$ cat src/rtl/register_file_2r1w_if.sv
// rtl/register_file_2r1w_if.sv - write, dual-read and clear signals of the 2R1W register file
interface register_file_2r1w_if #(
    parameter int DATA_WIDTH = 32,
    parameter int ADDR_WIDTH = 5
);
    logic                  we;
    logic [ADDR_WIDTH-1:0] waddr;
    logic [DATA_WIDTH-1:0] wdata;
    logic                  re_a;
    logic [ADDR_WIDTH-1:0] raddr_a;
    logic [DATA_WIDTH-1:0] rdata_a;
    logic                  re_b;
    logic [ADDR_WIDTH-1:0] raddr_b;
    logic [DATA_WIDTH-1:0] rdata_b;
    logic                  clr_req;
    logic                  busy;

    modport master (
        output we, waddr, wdata, re_a, raddr_a, re_b, raddr_b, clr_req,
        input  rdata_a, rdata_b, busy
    );

    modport slave (
        input  we, waddr, wdata, re_a, raddr_a, re_b, raddr_b, clr_req,
        output rdata_a, rdata_b, busy
    );
endinterface

$ cat src/rtl/register_file_2r1w.sv
// rtl/register_file_2r1w.sv - 2-read/1-write register file with write-first bypass and clear engine (option: REGFILE_ZERO_REG_EN)
module register_file_2r1w #(
    parameter int DATA_WIDTH = 32,
    parameter int ADDR_WIDTH = 5
) (
    input  logic                clk,
    input  logic                rst_n,
    register_file_2r1w_if.slave bus
);
    localparam int DEPTH = 2 ** ADDR_WIDTH;

    typedef enum logic {IDLE, CLEAR} state_t;

    state_t                state;
    logic [ADDR_WIDTH-1:0] counter;
    logic                  busy_q;
    logic [DATA_WIDTH-1:0] mem [DEPTH];
    logic [DATA_WIDTH-1:0] rdata_a_q;
    logic [DATA_WIDTH-1:0] rdata_b_q;
    logic [DATA_WIDTH-1:0] rd_a;
    logic [DATA_WIDTH-1:0] rd_b;
    logic                  clr_start;
    logic                  clr_active;
    logic                  wr_ok;
    logic                  zero_a;
    logic                  zero_b;

    // A clear is starting this edge, or one is already running; either blocks writes.
    assign clr_start  = (state == IDLE) && bus.clr_req;
    assign clr_active = clr_start || (state == CLEAR);

`ifdef REGFILE_ZERO_REG_EN
    // Entry 0 is constant zero: never written, never bypassed, always reads 0.
    assign wr_ok  = bus.we && !clr_active && (bus.waddr != '0);
    assign zero_a = (bus.raddr_a == '0);
    assign zero_b = (bus.raddr_b == '0);
`else
    assign wr_ok  = bus.we && !clr_active;
    assign zero_a = 1'b0;
    assign zero_b = 1'b0;
`endif

    // Read data selection: forced zero, write-first bypass, or stored contents.
    always_comb begin
        rd_a = mem[bus.raddr_a];
        rd_b = mem[bus.raddr_b];
        if (zero_a) begin
            rd_a = '0;
        end else if (wr_ok && (bus.waddr == bus.raddr_a)) begin
            rd_a = bus.wdata;
        end
        if (zero_b) begin
            rd_b = '0;
        end else if (wr_ok && (bus.waddr == bus.raddr_b)) begin
            rd_b = bus.wdata;
        end
    end

    // Clear FSM: counter is 0 in IDLE, so the starting edge zeroes entry 0 through mem[counter].
    always_ff @(posedge clk or negedge rst_n) begin
        if (!rst_n) begin
            state   <= IDLE;
            counter <= '0;
            busy_q  <= 1'b0;
        end else begin
            case (state)
                IDLE: begin
                    if (bus.clr_req) begin
                        state   <= CLEAR;
                        counter <= ADDR_WIDTH'(1);
                        busy_q  <= 1'b1;
                    end
                end
                CLEAR: begin
                    if (&counter) begin
                        state   <= IDLE;
                        counter <= '0;
                        busy_q  <= 1'b0;
                    end else begin
                        counter <= counter + 1'b1;
                    end
                end
                default: begin
                    state   <= IDLE;
                    counter <= '0;
                    busy_q  <= 1'b0;
                end
            endcase
        end
    end

    // Storage: clearing takes priority over writes, which are already gated off while clearing.
    always_ff @(posedge clk or negedge rst_n) begin
        if (!rst_n) begin
            for (int i = 0; i < DEPTH; i++) begin
                mem[i] <= '0;
            end
        end else if (clr_active) begin
            mem[counter] <= '0;
        end else if (wr_ok) begin
            mem[bus.waddr] <= bus.wdata;
        end
    end

    // Registered read ports; each holds its value while its enable is low.
    always_ff @(posedge clk or negedge rst_n) begin
        if (!rst_n) begin
            rdata_a_q <= '0;
            rdata_b_q <= '0;
        end else begin
            if (bus.re_a) begin
                rdata_a_q <= rd_a;
            end
            if (bus.re_b) begin
                rdata_b_q <= rd_b;
            end
        end
    end

    assign bus.rdata_a = rdata_a_q;
    assign bus.rdata_b = rdata_b_q;
    assign bus.busy    = busy_q;
endmodule

$ cat src/flat_wrapper.sv
// flat-port wrapper written by rule: the top's interface ports become plain ports
module register_file_2r1w_flat 
#(
    parameter int DATA_WIDTH = 32,
    parameter int ADDR_WIDTH = 5
)
  (clk, rst_n, bus_we, bus_waddr, bus_wdata, bus_re_a, bus_raddr_a, bus_re_b, bus_raddr_b, bus_clr_req, bus_rdata_a, bus_rdata_b, bus_busy);
  register_file_2r1w_if #(.DATA_WIDTH(DATA_WIDTH), .ADDR_WIDTH(ADDR_WIDTH)) bus_i ();
  input  logic clk;
  input  logic rst_n;
  input wire logic [$bits(bus_i.we)-1:0] bus_we;
  input wire logic [$bits(bus_i.waddr)-1:0] bus_waddr;
  input wire logic [$bits(bus_i.wdata)-1:0] bus_wdata;
  input wire logic [$bits(bus_i.re_a)-1:0] bus_re_a;
  input wire logic [$bits(bus_i.raddr_a)-1:0] bus_raddr_a;
  input wire logic [$bits(bus_i.re_b)-1:0] bus_re_b;
  input wire logic [$bits(bus_i.raddr_b)-1:0] bus_raddr_b;
  input wire logic [$bits(bus_i.clr_req)-1:0] bus_clr_req;
  output wire logic [$bits(bus_i.rdata_a)-1:0] bus_rdata_a;
  output wire logic [$bits(bus_i.rdata_b)-1:0] bus_rdata_b;
  output wire logic [$bits(bus_i.busy)-1:0] bus_busy;
  assign bus_i.we = bus_we;
  assign bus_i.waddr = bus_waddr;
  assign bus_i.wdata = bus_wdata;
  assign bus_i.re_a = bus_re_a;
  assign bus_i.raddr_a = bus_raddr_a;
  assign bus_i.re_b = bus_re_b;
  assign bus_i.raddr_b = bus_raddr_b;
  assign bus_i.clr_req = bus_clr_req;
  assign bus_rdata_a = bus_i.rdata_a;
  assign bus_rdata_b = bus_i.rdata_b;
  assign bus_busy = bus_i.busy;
  register_file_2r1w #(.DATA_WIDTH(DATA_WIDTH), .ADDR_WIDTH(ADDR_WIDTH)) u_core (.clk(clk), .rst_n(rst_n), .bus(bus_i));
endmodule
$ cat config.mk
export PLATFORM = sky130hd
export DESIGN_NAME = register_file_2r1w_flat
export DESIGN_NICKNAME = d
export VERILOG_FILES = /design/src/rtl/register_file_2r1w_if.sv /design/src/rtl/register_file_2r1w.sv /design/src/flat_wrapper.sv
export SDC_FILE = /design/constraint.sdc
export NUM_CORES = 2
export LEC_CHECK = 0
export ABC_CLOCK_PERIOD_IN_PS = 2600
export CAP_MARGIN = 20
export CORE_MARGIN = 2
export CORE_UTILIZATION = 30
export CTS_BUF_LIST = sky130_fd_sc_hd__clkbuf_4 sky130_fd_sc_hd__clkbuf_8
export DETAILED_ROUTE_END_ITERATION = 8
export PLACE_DENSITY = 0.44
export SLEW_MARGIN = 20
export SYNTH_ARGS = -nofsm -noshare
export SYNTH_HDL_FRONTEND = slang
export SYNTH_SLANG_ARGS = --single-unit
$ cat constraint.sdc
create_clock -name clk -period 2.6 [get_ports clk]
set_input_delay 0.39 -clock clk [delete_from_list [all_inputs] [get_ports clk]]
set_output_delay 0.39 -clock clk [all_outputs]
set_load 0.005 [all_outputs]
After elaboration in Yosys (flattened, before gate mapping)
Cells that the tools add are included.

Register bits: 1095. Input bits: 53. Output and inout bits: 65. Word-level logic and storage cells: 90.

Add/sub/neg operators: 1. $lt $le $gt $ge: 6. Equality and inequality tests: 4. Mux-type cells: 24. Bitwise gates (word level): 7. Reduce and logical (&&, ||, !) cells: 11.

Operator list (number): 1024-bit two-way mux (2); 1024-bit AND (1); 1024-bit bitwise mux (1); 1024-bit inverter (1); 32-bit binary-select mux with 5-bit select (2); 32-bit demux with 5-bit select (2); 32-bit two-way mux (8); 6-bit >= comparator, second input constant (4); 5-bit inverter with 6-bit output (4); 6-bit by 1-bit < comparator with 1-bit output, second input constant (2); 5-bit equality test (2); 5-bit two-way mux (2); 5-bit case mux with 2 select lines (1); 1-bit logical AND (6); 5-bit by 1-bit adder with 5-bit output, second input constant (1); 5-bit AND reduction (1); 1-bit two-way mux (4); 2-bit != test, second input constant (2); 1-bit case mux with 2 select lines (2); 2-bit AND reduction (1); 2-bit nonzero test (1); 1-bit logical NOT (1); 1-bit logical OR (1); 1-bit inverter (1).

Logic depth before layout (Yosys ltp)
Word-level depth: 8. Depth in mapped cells: 9.

Worst setup path before layout
No wires, ideal clock.

Path type: input port to flip-flop. From: in bus_raddr_a[0]. To: reg u_core.rdata_a_q[11], in the netlist u_core.bus.rdata_a[11]. Setup time: 135 ps. Arrival: 2055 ps. Required time: 2465 ps. Path slack: 410 ps. Cell stages on the path: 6. Cells stage by stage: buf_2 -> buf_4 -> buf_2 -> mux4_2 -> a2111oi_0 -> o31ai_1.

Word-level cells in the longest chain between the ends: 5. Elaborated cells on any way between the ends: 7. Classes of those cells: eq/ne (1); mux (4); bitwise (1); reduce/logical (1).

RTL lines: from (decl) (line flat_wrapper.sv:15) `input wire logic [$bits(bus_i.raddr_a)-1:0] bus_raddr_a;`; 5-bit inverter with 6-bit output (implied by the code) (line register_file_2r1w.sv:45) `rd_a = mem[bus.raddr_a];`; 32-bit binary-select mux with 5-bit select (line register_file_2r1w.sv:45); 32-bit two-way mux (implied by the code) (2 in a row) (line register_file_2r1w.sv:45); 32-bit two-way mux (*) (line register_file_2r1w.sv:49) `end else if (wr_ok && (bus.waddr == bus.raddr_a)) begin`; to (signal assigned) (line register_file_2r1w.sv:112) `rdata_a_q <= rd_a;`; to (decl) (line register_file_2r1w.sv:18) `logic [DATA_WIDTH-1:0] rdata_a_q;`.

Mark *: on every way between the ends. The rest lies on a longest branch, timed or not. The select of a mux whose other input is x is not followed. A chain may end at the register's enable or synchronous reset.

Worst setup path in the final report
From: reg u_core.state. To: reg u_core.rdata_a_q[29], in the netlist u_core.bus.rdata_a[29].

Word-level cells in the longest chain between the ends: 7.

RTL lines: from (decl) (line register_file_2r1w.sv:14) `state_t state;`; from (signal assigned) (line register_file_2r1w.sv:62) `state <= IDLE;`; from (signal assigned) (line register_file_2r1w.sv:69) `state <= CLEAR;`; from (signal assigned) (line register_file_2r1w.sv:76) `state <= IDLE;`; 1-bit inverter (line register_file_2r1w.sv:29) `assign clr_start = (state == IDLE) && bus.clr_req;`; 1-bit logical AND (line register_file_2r1w.sv:29); 1-bit logical OR (*) (line register_file_2r1w.sv:30) `assign clr_active = clr_start || (state == CLEAR);`; 1-bit logical NOT (*) (line register_file_2r1w.sv:38) `assign wr_ok = bus.we && !clr_active;`; 1-bit logical AND (*) (line register_file_2r1w.sv:38); 1-bit logical AND (*) (line register_file_2r1w.sv:49); 32-bit two-way mux (*) (line register_file_2r1w.sv:49).

Mark *: on every way between the ends. The rest lies on a longest branch, timed or not.

==> run summary <==
• 0.06001 ns — Max Clock Skew
• 117 — count of input and output buffers
• 3.51 ns — data required time at the worst endpoint
• 1095 — Yosys reg bits
• 1.234 ns — transition time at the pin with the least slew margin
• u_core.bus.rdata_b[23]$_DFFE_PN0P_ — capture endpoint of the worst hold path
• 205 — cts bufs inserted
• 0 — final routed DRC violation total
• 56380 um^2 — Netlist Area Pre-Place
• 0.1016 ns — Fin Hold WS
• nor3b_4 -> buf_12 -> nand4_1 -> buf_4 -> o21ai_4 -> nor4_1 -> buf_4 -> a311o_1 — cells traversed along the worst timing path
• sky130_fd_sc_hd__clkbuf_8 — Root Buffer
• 3 — worst hold path stage count
• 5 — maximum fanout along the worst path
• 15 — antenna violations before repair
• sky130_fd_sc_hd__a22o_1, sky130_fd_sc_hd__dfrtp_1, sky130_fd_sc_hd__mux2i_1, sky130_fd_sc_hd__mux4_2, sky130_fd_sc_hd__clkbuf_1 — Commonest cells post-synth
• 3.43 ns — data arrival time of the worst path
• 0.08 ns — flop2flop setup slack
• simple AND/OR/NAND/NOR gates — cell class contributing the biggest share of worst-path delay
• u_core.state$_DFF_PN0_ — worst flop-to-flop path startpoint
• reg2reg — CP Class
• 187200 um^2 — core footprint
• 437.5 um — floorplan die width
• 29.66% — GRT Util Overall
• 13.32 um^2 — synthesized area per cell
• 397200 um — wire length of the first global-routing pass
• 31.65 nW — leakage
• 39.53 um — routed length per instance
• 48.60% — sequential area share after synthesis
• 396.2 MHz — highest achievable clock rate
• 1.07 ns — max incr delay on CP
• 194900 um — estimated wirelength of the detail-placed design
• 0 ns — final setup TNS
• 66110 um^2 — post-placement cell area
• 17.01% — worst slew margin relative to its limit
• 7296 — final cell count without fillers
• sky130_fd_sc_hd__dfrtp_1, sky130_fd_sc_hd__a22o_1, sky130_fd_sc_hd__mux4_2, sky130_fd_sc_hd__mux2i_1, sky130_fd_sc_hd__clkbuf_1 — synth top area cells
• 1.00 ns — clock latency at the later pin of the worst-skew pair
• bus_wdata[23] — beginning of the worst hold path
• 0 — number of violations of the max-capacitance limit
• 5850 — initial detailed-routing violation count
• 3 — CP bufs+invs
• u_core.bus.rdata_a[29]$_DFFE_PN0P_ — worst reg2reg endpoint
• sky130_fd_sc_hd__dfrtp_1 — cell accounting for the most synthesized area
• flip-flop — Critical Path Sink Type
• 6 — first-pass detailed-route iteration total
• 159 — Rows
• 288400 um — total routed wirelength
• 0 — count of pins over their slew limit
• 97.08% — part of the cycle the worst path needs
• 48.60% — fraction of post-synthesis cell area in the top cell type by area
• 118 — I/O pin count
• 100 — largest net degree at the start of global routing
• 437.5 um — DIE HEIGHT
• 46.32k — via count of the first global-routing pass
• 0 — leftover overflow at the end of global routing
• 0.9188 — final RePlAce weighted congestion
• 8 — R2R depth
• 37.78% — Final Util
• 0 — Post-synth EDFFs
• 4 — H-Tree Depth
• 100.0% — share of synthesized registers carrying an async set or reset
• 4292 — syn_nets
• 29.96% — fraction of layout cells with a size suffix above 1
• 46.54k — vias after detailed routing
• 191400 um^2 — overall die area
• 56 — synth unique cells
• 30.12% — initial core utilization
• sky130_fd_sc_hd__buf_4 — cell occurring most often along the worst timing path
• 4234 — gate count of the mapped netlist
• 8 — cell depth of the worst setup path
• 6.379 — via-per-instance ratio
• 0 — Setup violations, final
• 25.46% — Area growth, synth to finish
• built — clock tree from TritonCTS
• 1095 — number of sinks handled by clock tree synthesis
• 3 — maximum clock path buffer count
• 0.06 ns — clock-pin slew on the worst setup and hold paths
• finished clean — result of the run
• 6909 — count of placed standard cells including taps
• false — RSZ-0062 raised after global routing
• 0 — final hold vios
• flip-flop — Startpoint Class
• 668.8 nW/um^2 — Power Density
• sky130_fd_sc_hd__a22o_1 — most common cell in the synthesized netlist
• 4686 — Nets
• sky130_fd_sc_hd__dfrtp_1 — Top FF cell, synth
• 0 — synthesis warning total
• 70730 um^2 — final cell area excluding filler cells
• 341.5 uV — Worst IR Drop VDD
• 2.524 ns — Final Critical Period
• sky130_fd_sc_hd__nor4_1 — Max stage delay cell, worst path
• 0 — post-detailed-route count of antenna-violating nets
• in2reg — class of the tightest hold or removal check
[timing repair]
action,4_1_cts,5_1_grt
hold buffers,5,0
setup buffers,0,2
resized for setup,2,0
endpoints found under the hold margin,574,0
pin swaps,0,1
endpoints found under the setup margin,186,6
[cell usage in the layout, fill, tap and decap left out, types with 82 or more instances in the layout]
cell	n
sky130_fd_sc_hd__a22o_1	1127
sky130_fd_sc_hd__dfrtp_1	1094
sky130_fd_sc_hd__mux2i_1	407
sky130_fd_sc_hd__buf_4	407
sky130_fd_sc_hd__mux4_2	336
sky130_fd_sc_hd__clkbuf_8	258
sky130_fd_sc_hd__buf_12	225
sky130_fd_sc_hd__o22ai_1	117
sky130_fd_sc_hd__clkdlybuf4s50_1	104
sky130_fd_sc_hd__a221oi_1	86
sky130_fd_sc_hd__nor2b_1	82
[worst reg2reg max path: stages (launching register included)]
cell	delay, ns
sky130_fd_sc_hd__dfrtp_1	0.39
sky130_fd_sc_hd__nor3b_4	0.08
sky130_fd_sc_hd__buf_12	0.14
sky130_fd_sc_hd__nand4_1	0.14
sky130_fd_sc_hd__buf_4	0.17
sky130_fd_sc_hd__o21ai_4	0.11
sky130_fd_sc_hd__nor4_1	1.07
sky130_fd_sc_hd__buf_4	0.25
sky130_fd_sc_hd__a311o_1	0.11
[routing by layer]
| metal | part of all wire (%) | GRT usage (%) | vias to the layer above |
|---|---|---|---|
| li1 | - | - | 17950 |
| met1 | 41 | 40.10 | 25070 |
| met2 | 45 | 44.80 | 2863 |
| met3 | 8.6 | 6.610 | 654 |
| met4 | 5.5 | 14.58 | 6 |
| met5 | 0.011 | 0 | - |
[worst max path at each step]
stage	startpoint	to	slack [ns]
floorplan	bus_raddr_a[0]	u_core.bus.rdata_a[11]$_DFFE_PN0P_	0.41
global placement	bus_clr_req	u_core.mem[602]$_DFFE_PN0P_	-0.76
detailed placement	bus_clr_req	u_core.mem[597]$_DFFE_PN0P_	-0.72
CTS	u_core.state$_DFF_PN0_	u_core.mem[576]$_DFFE_PN0P_	0.06
global route	u_core.bus.rdata_a[4]$_DFFE_PN0P_	bus_rdata_a[4]	0.06
finish	u_core.state$_DFF_PN0_	u_core.bus.rdata_a[29]$_DFFE_PN0P_	0.08
[where the power goes]
part	switching [mW]	internal (mW)
Clock	8.28	10.5
Combinational	5.82	3.89
Sequential	0.910	17.9
[area by class of cell]
| cell class | count | area, um^2 |
|---|---|---|
| well taps | 2495 | 3122 |
| clock buffers | 327 | 4063 |
| flip-flops and latches | 1095 | 27400 |
| inverters | 6 | 22.52 |
| repair buffers | 750 | 8755 |
| multi-input cells | 2570 | 26890 |
| clock inverters | 42 | 449.2 |
| fillers | 17710 | 116500 |
| diodes | 11 | 27.53 |
[logic make-up (layout without fill, tap and decap cells)]
logic type	count (synthesis)	after routing	synth area share, %
XOR/XNOR	12	12	0.1864
adder cells (fa/ha/maj)	5	5	0.1110
other	0	11	0
flip-flops	1095	1095	48.60
buffers and inverters	569	1125	4.827
AND/OR/NAND/NOR	266	266	2.812
multiplexers	743	743	20.65
AO/OA/AOI/OAI	1544	1544	22.81
[stage by stage]
step           worst slack (ns)  power (mW)
3_5_place_dp            -0.7200       28.57
2_1_floorplan            0.4103       22.63
6_report                0.07582       47.31
4_1_cts                 0.05873       47.44
3_3_place_gp            -0.7574       28.58
5_1_grt                 0.06127       48.67
[registers in the layout (all words and copies together) (netlist names)]
signal,flops
u_core.bus.busy,1
u_core.bus.rdata_a,32
u_core.bus.rdata_b,32
u_core.counter,5
u_core.mem,1024
u_core.state,1
No activity file was read; power rests on OpenSTA's default activity.
